<file path="src/rtl/mem_req_seq.sv">
// mem_req_seq: in-order request sequencer in front of the 8-bit mem block.
//   Byte read/write requests arrive over valid/ready and are queued.
//   Queued requests drive mem_rd/mem_wr/mem_din one access at a time.
//   Read data comes back over a valid/ready response port.
//   Only one access is outstanding at a time.
// Optional build macro: MEM_SEQ_CNT_EN adds saturating completed-write and
//   completed-read counters. Without it, wr_cnt and rd_cnt are tied to zero.
// Ports:
//   clk, rst                  clock; synchronous active-low reset
//   req_valid/ready/we/data   request port (req_ready = !full)
//   rsp_valid/ready/data      read-response port
//   busy                      FSM active or queue non-empty
//   mem_rd/wr/din, mem_dout   mem strobes, write data and read data
//   wr_cnt, rd_cnt            completed write/read counters
module mem_req_seq #(
  parameter int DEPTH  = 4,
  parameter int RD_LAT = 1
) (
  input  logic        clk,
  input  logic        rst,
  input  logic        req_valid,
  output logic        req_ready,
  input  logic        req_we,
  input  logic [7:0]  req_data,
  output logic        rsp_valid,
  input  logic        rsp_ready,
  output logic [7:0]  rsp_data,
  output logic        busy,
  output logic        mem_rd,
  output logic        mem_wr,
  output logic [7:0]  mem_din,
  input  logic [7:0]  mem_dout,
  output logic [15:0] wr_cnt,
  output logic [15:0] rd_cnt
);
  localparam int AW = $clog2(DEPTH);
  localparam logic [AW:0] FULL = (AW+1)'(DEPTH);

  typedef struct packed {
    logic       we;
    logic [7:0] data;
  } req_t;

  typedef enum logic [2:0] {IDLE, WRITE, READ, WAIT, RESP} state_t;

  req_t          q [DEPTH];
  logic [AW-1:0] wptr, rptr;
  logic [AW:0]   count;
  state_t        state;
  logic [2:0]    lat;
  logic          push, pop;
  req_t          head;

  // Ready comes from the registered count only, so a pop in the same cycle
  // never frees a slot for that cycle's push.
  assign req_ready = (count != FULL);
  assign push      = req_valid && req_ready;
  assign pop       = (state == IDLE) && (count != '0);
  assign head      = q[rptr];
  assign busy      = (state != IDLE) || (count != '0);

  always_ff @(posedge clk) begin
    if (push) q[wptr] <= '{we: req_we, data: req_data};
  end

  always_ff @(posedge clk) begin
    if (!rst) begin
      state     <= IDLE;
      wptr      <= '0;
      rptr      <= '0;
      count     <= '0;
      lat       <= '0;
      mem_rd    <= 1'b0;
      mem_wr    <= 1'b0;
      mem_din   <= '0;
      rsp_valid <= 1'b0;
      rsp_data  <= '0;
    end else begin
      if (push) wptr <= wptr + 1'b1;
      if (pop)  rptr <= rptr + 1'b1;
      case ({push, pop})
        2'b10:   count <= count + 1'b1;
        2'b01:   count <= count - 1'b1;
        default: ;
      endcase

      case (state)
        IDLE: if (pop) begin
          if (head.we) begin
            state   <= WRITE;
            mem_wr  <= 1'b1;
            mem_din <= head.data;
          end else begin
            state  <= READ;
            mem_rd <= 1'b1;
          end
        end
        WRITE: begin
          mem_wr <= 1'b0;
          state  <= IDLE;
        end
        // mem samples mem_rd=1 at the edge that leaves READ; data is valid
        // RD_LAT edges later, so count RD_LAT-1 further edges in WAIT.
        READ: begin
          mem_rd <= 1'b0;
          lat    <= 3'(RD_LAT - 1);
          state  <= WAIT;
        end
        WAIT: begin
          if (lat == '0) begin
            rsp_data  <= mem_dout;
            rsp_valid <= 1'b1;
            state     <= RESP;
          end else begin
            lat <= lat - 1'b1;
          end
        end
        RESP: if (rsp_ready) begin
          rsp_valid <= 1'b0;
          state     <= IDLE;
        end
        default: state <= IDLE;
      endcase
    end
  end

`ifdef MEM_SEQ_CNT_EN
  always_ff @(posedge clk) begin
    if (!rst) begin
      wr_cnt <= '0;
      rd_cnt <= '0;
    end else begin
      if (state == WRITE && wr_cnt != 16'hFFFF) wr_cnt <= wr_cnt + 1'b1;
      if (state == RESP && rsp_ready && rd_cnt != 16'hFFFF) rd_cnt <= rd_cnt + 1'b1;
    end
  end
`else
  assign wr_cnt = '0;
  assign rd_cnt = '0;
`endif

endmodule

</file>
<file path="config.mk">
export PLATFORM = sky130hd
export DESIGN_NAME = mem_req_seq
export DESIGN_NICKNAME = d
export VERILOG_FILES = /design/src/rtl/mem_req_seq.sv
export SDC_FILE = /design/constraint.sdc
export NUM_CORES = 1
export LEC_CHECK = 0
export ABC_CLOCK_PERIOD_IN_PS = 2600
export BUFFER_PORTS_ARGS = -buffer_cell sky130_fd_sc_hd__buf_2
export CAP_MARGIN = 10
export CORE_MARGIN = 2
export CORE_UTILIZATION = 40
export DETAILED_ROUTE_END_ITERATION = 10
export PLACE_DENSITY_LB_ADDON = 0.3
export SLEW_MARGIN = 10
export SYNTH_ARGS = -nofsm -noshare
export SYNTH_HDL_FRONTEND = slang
export SYNTH_SLANG_ARGS = --single-unit
</file>
<file path="constraint.sdc">
create_clock -name clk -period 2.6 [get_ports clk]
set_input_delay 0 -clock clk [delete_from_list [all_inputs] [get_ports clk]]
set_output_delay 0 -clock clk [all_outputs]
set_load 0.05 [all_outputs]
</file>
After elaboration in Yosys (flattened, before gate mapping). Memories as Yosys holds them, arrays and structs flattened. A register that Yosys moved wholly into a read port is not among the register bits. Cells that the tools add are included.

$add $sub $neg: 5. Eq/ne operators: 13. Mux-type cells: 21. Reductions and logical operators: 19.

Operator list (number): 3-bit AND reduction (5); 3-bit two-way mux (4); 2-bit inequality test (second input constant) (6); 3-bit one-hot mux with 2 select lines (2); 3-bit one-hot mux with 4 select lines (1); 2-bit nonzero test (5); 1-bit two-way mux (8); 3-bit by 2-bit == test with 1-bit output (second input constant) (2); 3-bit zero test (2); 2-bit two-way mux (3); 1-bit one-hot mux with 2 select lines (3); 3-bit nonzero test (2); 3-bit by 1-bit subtractor with 3-bit output (second input constant) (2); 2-bit by 1-bit adder with 2-bit output (second input constant) (2); 2-bit AND reduction (2); 3-bit by 1-bit adder with 3-bit output (second input constant) (1); 3-bit by 1-bit == test with 1-bit output (second input constant) (1); 3-bit == test (second input constant) (1); 3-bit inequality test (second input constant) (1); 2-bit by 1-bit == test with 1-bit output (second input constant) (1); 2-bit == test (second input constant) (1); 1-bit logical AND (2); 1-bit logical OR (1).

Register bits after elaboration: 32. RAM bits: 36. Input port bits: 21. Logic and storage cells: 69. Memories: 1.

Memory list: q (words 4, width 9, read ports 1, clocked after memory_dff 1, wr ports 1, line 46) `req_t q [DEPTH];`.

Logic depth before layout (Yosys ltp). Gate-level depths: netlist of run 1.

Depth after elaboration: 4. Gate-level depth with buffers: 9.

Worst setup path before layout of run 1. OpenSTA, ideal clock, no wires.

Path type: register -> register. Start point: register count[0]. End point: register count[2]. Setup time: 0.071 ns. Arrival: 2.399 ns. Required time: 2.529 ns. Slack: 0.130 ns. Cell stages (with the launch flop): 10. Buffers on the path: 1. Period minus slack after synthesis: 2.470 ns. Cells stage by stage: dfxtp_1 -> or3b_1 -> clkbuf_1 -> nand2_1 -> ha_1 -> inv_1 -> fa_1 -> xor2_1 -> or3_1 -> a21oi_1.

Word-level cells in the longest chain between the ends: 4. Elaborated cells between the ends (all ways): 10. Classes of those cells: add/sub (2); eq/ne (3); mux (1); reduce/logical (4).

Ends and longest elaborated chain: start: declaration (line 48) `logic [AW:0] count;`; start signal: assignment (line 82) `2'b10: count <= count + 1'b1;`; start signal: assignment (line 83) `2'b01: count <= count - 1'b1;`; 3-bit inequality test * (line 56) `assign req_ready = (count != FULL);`; via req_ready (line 22) `output logic req_ready,`; 1-bit logical AND * (line 57) `assign push = req_valid && req_ready;`; 2-bit by 1-bit == test with 1-bit output / 2-bit == test (equally long branches) (line 81) `case ({push, pop})`; 3-bit one-hot mux with 2 select lines / 2-bit nonzero test (equally long branches).

The timed path passes the listed nets; every way through them passes the cells marked *. A chain may end at the register's enable or synchronous reset.

Final worst setup path of run 1.
Start point: register count[2]. End point: register count[2].

Word-level cells in the longest chain between the ends: 4. Elaborated cells between the ends (all ways): 10. Classes of those cells: add/sub (2); eq/ne (3); mux (1); reduce/logical (4).

Ends and longest elaborated chain (line): 3-bit inequality test / 3-bit nonzero test (equally long branches) (56, 58); 1-bit logical AND, on equally long branches (57, 58); 2-bit by 1-bit == test with 1-bit output / 2-bit == test (equally long branches) (81); 3-bit one-hot mux with 2 select lines / 2-bit nonzero test (equally long branches).

Several ways; a longest one is shown, not always the timed one.

==> summary.md, run 1 <==
| Metric | Value |
|---|---|
| Power Density | `1020 nW/um^2` |
| Least-Margin Pin Slew | `688 ps` |
| CTS Buf Count | `9` |
| Mean Syn Cell Area | `12.2 um^2` |
| Min-Delay Endpoint | `rsp_valid` |
| 1st-pass router iterations | `4` |
| Synth warn | `0` |
| Netlist Area Pre-Place | `3150 um^2` |
| H-tree depth | `3` |
| Placer Congestion | `0.727` |
| DRC viols | `0` |
| Max incr delay on CP | `510 ps` |
| Post-CTS setup buffer count | `0` |
| Die height | `92.8 um` |
| Power, Total | `3.78 mW` |
| Reg2Reg Setup Slack | `270 ps` |
| CP cell instances | `or3b_1 > nand2_1 > ha_1 > inv_1 > fa_1 > xor2_1 > or3_1 > a21oi_1` |
| Initial antenna violation count | `0` |
| Hold path start | `rsp_ready` |
| Cell count after synthesis | `259` |
| Aggregate global routing overflow | `0` |
| Starting Density | `41.0%` |
| First-pass GRT wire length | `8880 um` |
| Nets | `345` |
| Pin count of the biggest net entering global routing | `23` |
| Setup TNS | `0 ps` |
| Worst r2r src | `count[2]` |
| Yosys top cell by area | `edfxtp_1` |
| Vias per inst | `4.80` |
| Syn-to-layout area delta | `17.8%` |
| Worst path bufs/invs | `1` |
| CP Data Arrival Time | `2600 ps` |
| Post-synthesis async set-or-reset flop share | `0%` |
| Final setup violation count | `0` |
| Highest Clock Rate | `428 MHz` |
| CP Launch Point | `count[2]` |
| Maximum VDD drop | `0.000396 V` |
| Routed Wire Length | `5490 um` |
| CTS root buf | `clkbuf_8` |
| Worst reg2reg endpoint | `count[2]` |
| Hold WC Path Type | `in2reg` |
| Post-route ant nets | `0` |
| Vias in the first global route | `1841` |
| GRT Total Usage | `13.6%` |
| Register area share after synthesis | `55.9%` |
| Hold path cells | `4` |
| Area contributors post-synth | `edfxtp_1, dfxtp_1, buf_4, mux4_1, mux2i_1` |
| Maxcap violations | `0` |
| Critical path class | `reg2reg` |
| Slowest CP cell | `or3b_1` |
| Post-DP HPWL | `3620 um` |
| Min Tclk post-route | `2330 ps` |
| Top Ports | `74` |
| Die area | `8610 um^2` |
| CP required | `2870 ps` |
| Post-synth EDFFs | `36` |
| Status | `finished, final reports clean` |
| Wire length per cell | `13.0 um` |
| RSZ-0062 raised after global routing | `no` |
| Reg2Reg Depth | `8` |
| Row Count | `32` |
| Antenna Cells | `0` |
| Worst setup EP type | `register` |
| Core Area | `7690 um^2` |
| Top_reg_cell synth | `edfxtp_1` |
| Final Hold Vio Count | `0` |
| Clk_skew | `7.86 ps` |
| Drt initial violations | `104` |
| Top Family by Delay on Critical Path | `simple AND/OR/NAND/NOR gates` |
| Slew HR | `54.1%` |
| Pleak | `1.52 nW` |
| Yosys reg bits | `70` |
| Critical path peak fanout | `10` |
| Layout cell share with drive strength beyond 1 | `19.6%` |
| Vias | `2032` |
| Slew Viols, Final | `0` |
| IO Port Bufs | `41` |
| Final Util | `48.3%` |
| Share of the synthesized area in the top cell type | `34.3%` |
| Synth cell types | `50` |
| Sink Count | `70` |
| Clk buf depth | `2` |
| Worst-Skew Late Latency | `350 ps` |
| Period utilisation layout | `89.8%` |
| CTS tree | `yes` |
| Startpoint Class | `register` |
| Worst-path clk slew | `70 ps` |
| Die Wd | `92.8 um` |
layout make-up:
cell class	count	area [um^2]
fillers	708	3970
flip-flops and latches	70	1760
multi-input cells	163	1160
repair buffers	62	408
well taps	102	128
clock buffers	9	124
clock inverters	7	97.6
inverters	10	37.5
power by group:
part | leakage (nW) | switching [mW] | internal, mW
sequential | 0.607 | 0.0982 | 1.35
combinational | 0.803 | 0.915 | 0.462
clock | 0.107 | 0.413 | 0.543
total | 1.52 | 1.43 | 2.35
metrics by stage:
stage	hold WS (ps)	instances	worst slack, ps	instance area (um^2)
finish	29.1	423	266	3720
floorplan	98.9	290	130	3270
detailed placement	218	389	285	3310
global placement	215	389	369	3310
global route	36.3	423	132	3720
CTS	12.4	423	255	3720
Yosys cell counts, types with 2 or more instances:
cell type / n
edfxtp_1: 36
dfxtp_1: 34
buf_4: 33
nand2_1: 20
a21oi_1: 16
inv_1: 10
nand3_1: 10
mux2i_1: 9
o21ai_0: 9
clkbuf_1: 8
mux4_1: 8
ha_1: 7
nor2_1: 6
nor3_1: 5
and3_1: 4
a21o_1: 2
buf_1: 2
buf_2: 2
nand2b_1: 2
nand3b_1: 2
nand4_1: 2
nor2b_1: 2
or3_1: 2
xor2_1: 2
state kept, by name, summed over array words and instances, names as in the netlist, named ones only:
name,count
mem_rd,1
count,3
q,36
lat,3
state,3
rptr,2
wptr,2
mem_din,8
mem_wr,1
rsp_valid,1
rsp_data,8
kinds of logic after synthesis:
logic type	synth area share [%]
other	0.119
buffers and inverters	11.1
flip-flops	55.9
adder cells (fa/ha/maj)	3.41
AND/OR/NAND/NOR	10.5
XOR/XNOR	0.555
AO/OA/AOI/OAI	8.29
multiplexers	10.2
placed cells by master, fill, tap and decap left out, drive strengths merged, types with 2 or more instances in the layout:
cell type	synthesis	routed
nor2	6	6
clkbuf	9	9
nand2	20	20
nor3	5	5
bufinv	0	2
nand4	2	2
nand3	10	10
or3	2	2
a21o	2	2
nand2b	2	2
dfxtp	34	34
edfxtp	36	36
o21ai	9	9
inv	10	11
mux4	9	9
buf	38	44
mux2i	9	9
ha	7	7
nor2b	2	2
and3	4	4
conb	1	32
dlygate4sd3	0	18
nand3b	2	2
a21oi	16	16
clkinv	0	3
xor2	2	2
worst min-delay path: cells and delay by family:
family,cells,cell delay [ps]
AND/OR/NAND/NOR,2,170
buffers and inverters,1,100
AO/OA/AOI/OAI,1,60
what timing repair did:
| item | 4_1_cts | 5_1_grt |
|---|---|---|
| endpoints found under the hold margin | 46 | 0 |
| gates resized for setup | 0 | 0 |
| hold buffers | 18 | 0 |
layer usage:
metal  global-route usage (%)  part of all wire (%)  vias up  routed length (um)
li1                         -                     -      993                   -
met1                     17.8                    45      959                2480
met2                     20.5                    47       73                2580
met3                     5.04                   6.2        7                 338
met4                     5.51                   1.7        0                  93
met5                        0                     0        -                   0
worst max-delay path by stage:
stage / endpoint / cells after the start
2_1_floorplan: count[2] / 9
3_3_place_gp: count[2] / 8
3_5_place_dp: count[2] / 8
4_1_cts: count[2] / 8
5_1_grt: count[2] / 8
6_report: count[2] / 8
Power figures use the tool's default switching activity.
==> run 2: changes to the inputs <==
ABC_CLOCK_PERIOD_IN_PS = 1900   (was 2600)
CORE_UTILIZATION = 45   (was 40)
clock period = 1.9 ns   (was 2.6 ns; I/O delays follow)
==> run 2 against run 1 <==
The flow now finishes with violations (negative setup slack); flip-flop and latch count stayed put; fmax is 19% higher; die area is 11% lower; first-iteration DRC count is 56% higher; setup slack worse by 330 ps; critical path depth stayed put; non-clock buffer count is 14 higher; sequential power is 36% higher; register-to-register slack worse by 330 ps; core utilization is 8.4 points higher; largest cell class unchanged; largest power group is now combinational logic; highest routed layer unchanged.
==> summary.md, run 2 (synthesized netlist as in run 1, its figures left out) <==
| Metric | Value |
|---|---|
| Vias in the first global route | `1831` |
| Number of flip-flops under the largest register name | `36` |
| Aggregate global routing overflow | `0` |
| Vias | `2051` |
| Post-route ant nets | `0` |
| Worst setup EP type | `register` |
| Critical path peak fanout | `2` |
| Placer Congestion | `0.758` |
| CTS Buf Count | `9` |
| Antenna Cells | `0` |
| Final setup violation count | `1` |
| Final Hold Vio Count | `0` |
| Largest regs | `q: 36 flops, mem_din: 8 flops, rsp_data: 8 flops` |
| Die Wd | `87.7 um` |
| GRT Total Usage | `15.3%` |
| Routed Wire Length | `5490 um` |
| Startpoint Class | `register` |
| Clk_skew | `11.4 ps` |
| Core Area | `6790 um^2` |
| Failing checks | `negative setup slack` |
| CP Data Arrival Time | `2220 ps` |
| Maximum VDD drop | `0.000608 V` |
| Status | `finished, violations left` |
| Worst r2r src | `count[2]` |
| Commonest non-fill, non-tap cell in the layout | `buf_2` |
| Nets | `359` |
| Hold WC Path Type | `in2reg` |
| Largest reg by FF count | `q` |
| CTS tree | `yes` |
| Placed cells | `396` |
| Sink Count | `70` |
| Fill cells | `566` |
| Final worst-path setup slack | `-65.4 ps` |
| Starting Density | `46.4%` |
| Post-DP HPWL | `3640 um` |
| IO Port Bufs | `41` |
| Die height | `87.7 um` |
| Period utilisation layout | `103%` |
| Post-place setup slack | `-89.5 ps` |
| Layout cell share with drive strength beyond 1 | `25.7%` |
| Non-filler instance count after layout | `431` |
| Clk buf depth | `2` |
| RSZ-0062 raised after global routing | `yes` |
| CP cell instances | `or3b_4 > nand2_4 > ha_4 > inv_2 > fa_2 > xor2_1 > or3_1 > a21oi_1` |
| Highest Clock Rate | `509 MHz` |
| Vias per inst | `4.76` |
| Slew Viols, Final | `0` |
| Slew HR | `52.7%` |
| First-pass GRT wire length | `8770 um` |
| CTS root buf | `clkbuf_8` |
| Worst-Skew Late Latency | `340 ps` |
| Worst hold margin | `36.7 ps` |
| Initial antenna violation count | `0` |
| Multi-input logic area | `1200 um^2` |
| Worst-path clk slew | `70 ps` |
| Hold path start | `rsp_ready` |
| CP Launch Point | `count[2]` |
| DRC viols | `0` |
| 1st-pass router iterations | `4` |
| Critical path class | `reg2reg` |
| Drt initial violations | `162` |
| Min Tclk post-route | `1970 ps` |
| Pleak | `1.59 nW` |
| Commonest cells after routing, fill and taps aside | `buf_2, edfxtp_1, dfxtp_1, conb_1, nand2_1` |
| CP required | `2160 ps` |
| Slowest CP cell | `or3b_4` |
| Pin count of the biggest net entering global routing | `22` |
| Power Density | `1410 nW/um^2` |
| Syn-to-layout area delta | `22.2%` |
| Maxcap violations | `0` |
| Storage element area | `1760 um^2` |
| Top Ports | `74` |
| Wire length per cell | `12.7 um` |
| H-tree depth | `3` |
| Max incr delay on CP | `390 ps` |
| Least-Margin Pin Slew | `708 ps` |
| Die area | `7690 um^2` |
| Row Count | `30` |
run 2: per-stage QoR:
| stage | utilization [%] | TNS, ps | power, mW | cell area, um^2 |
|---|---|---|---|---|
| global placement | 50.7 | -53.9 | 4.08 | 3440 |
| floorplan | - | -214 | 3.67 | 3320 |
| CTS | 56.5 | -81.4 | 5.45 | 3840 |
| detailed placement | 50.7 | -89.5 | 4.11 | 3440 |
| finish | 56.7 | -65.4 | 5.42 | 3850 |
| global route | 56.7 | -188 | 5.75 | 3850 |
run 2: layout make-up:
class	instances	area share, %
Inverter	10	0.974
Tap cell	96	3.12
Sequential cell	70	45.8
Multi-Input combinational cell	163	31.2
Clock buffer	11	3.41
Timing Repair Buffer	76	13.3
Clock inverter	5	2.18
run 2: final timing paths:
| check | endpoint | slack, ps | cells past startpoint |
|---|---|---|---|
| setup / recovery | count[2] | -70 | 8 |
| hold / removal | rsp_valid | 40 | 4 |
| setup reg to reg | count[2] | -70 | 8 |
| hold reg to reg | mem_wr | 460 | 2 |
run 2: power breakdown:
part,leakage [nW],internal [mW],total [mW],switching [mW]
Sequential,0.608,1.84,1.96,0.114
Combinational,0.881,0.829,2.16,1.34
Clock,0.100,0.745,1.29,0.548
Total,1.59,3.42,5.42,2.00
run 2: critical path, delay by kind of cell, from the launching register on:
kind / cells / cell delay (ps)
compound gates: 1 / 140
simple gates: 3 / 780
fa+ha+maj: 2 / 450
xor+xnor: 1 / 150
flops: 1 / 330
buf+inv: 1 / 30
run 2: metal layers:
layer	routed length, um	global-route usage [%]
met1	2540	20.8
met2	2620	22.2
met3	254	5.18
met4	71	7.13
met5	0	0
run 2: what timing repair did:
item / 4_1_cts / 5_1_grt
endpoints found under the setup margin: 1 / 2
setup buffers: 0 / 1
resized for setup: 1 / 1
hold buffers: 18 / 0
pin swaps: 1 / 7
endpoints found under the hold margin: 46 / 0
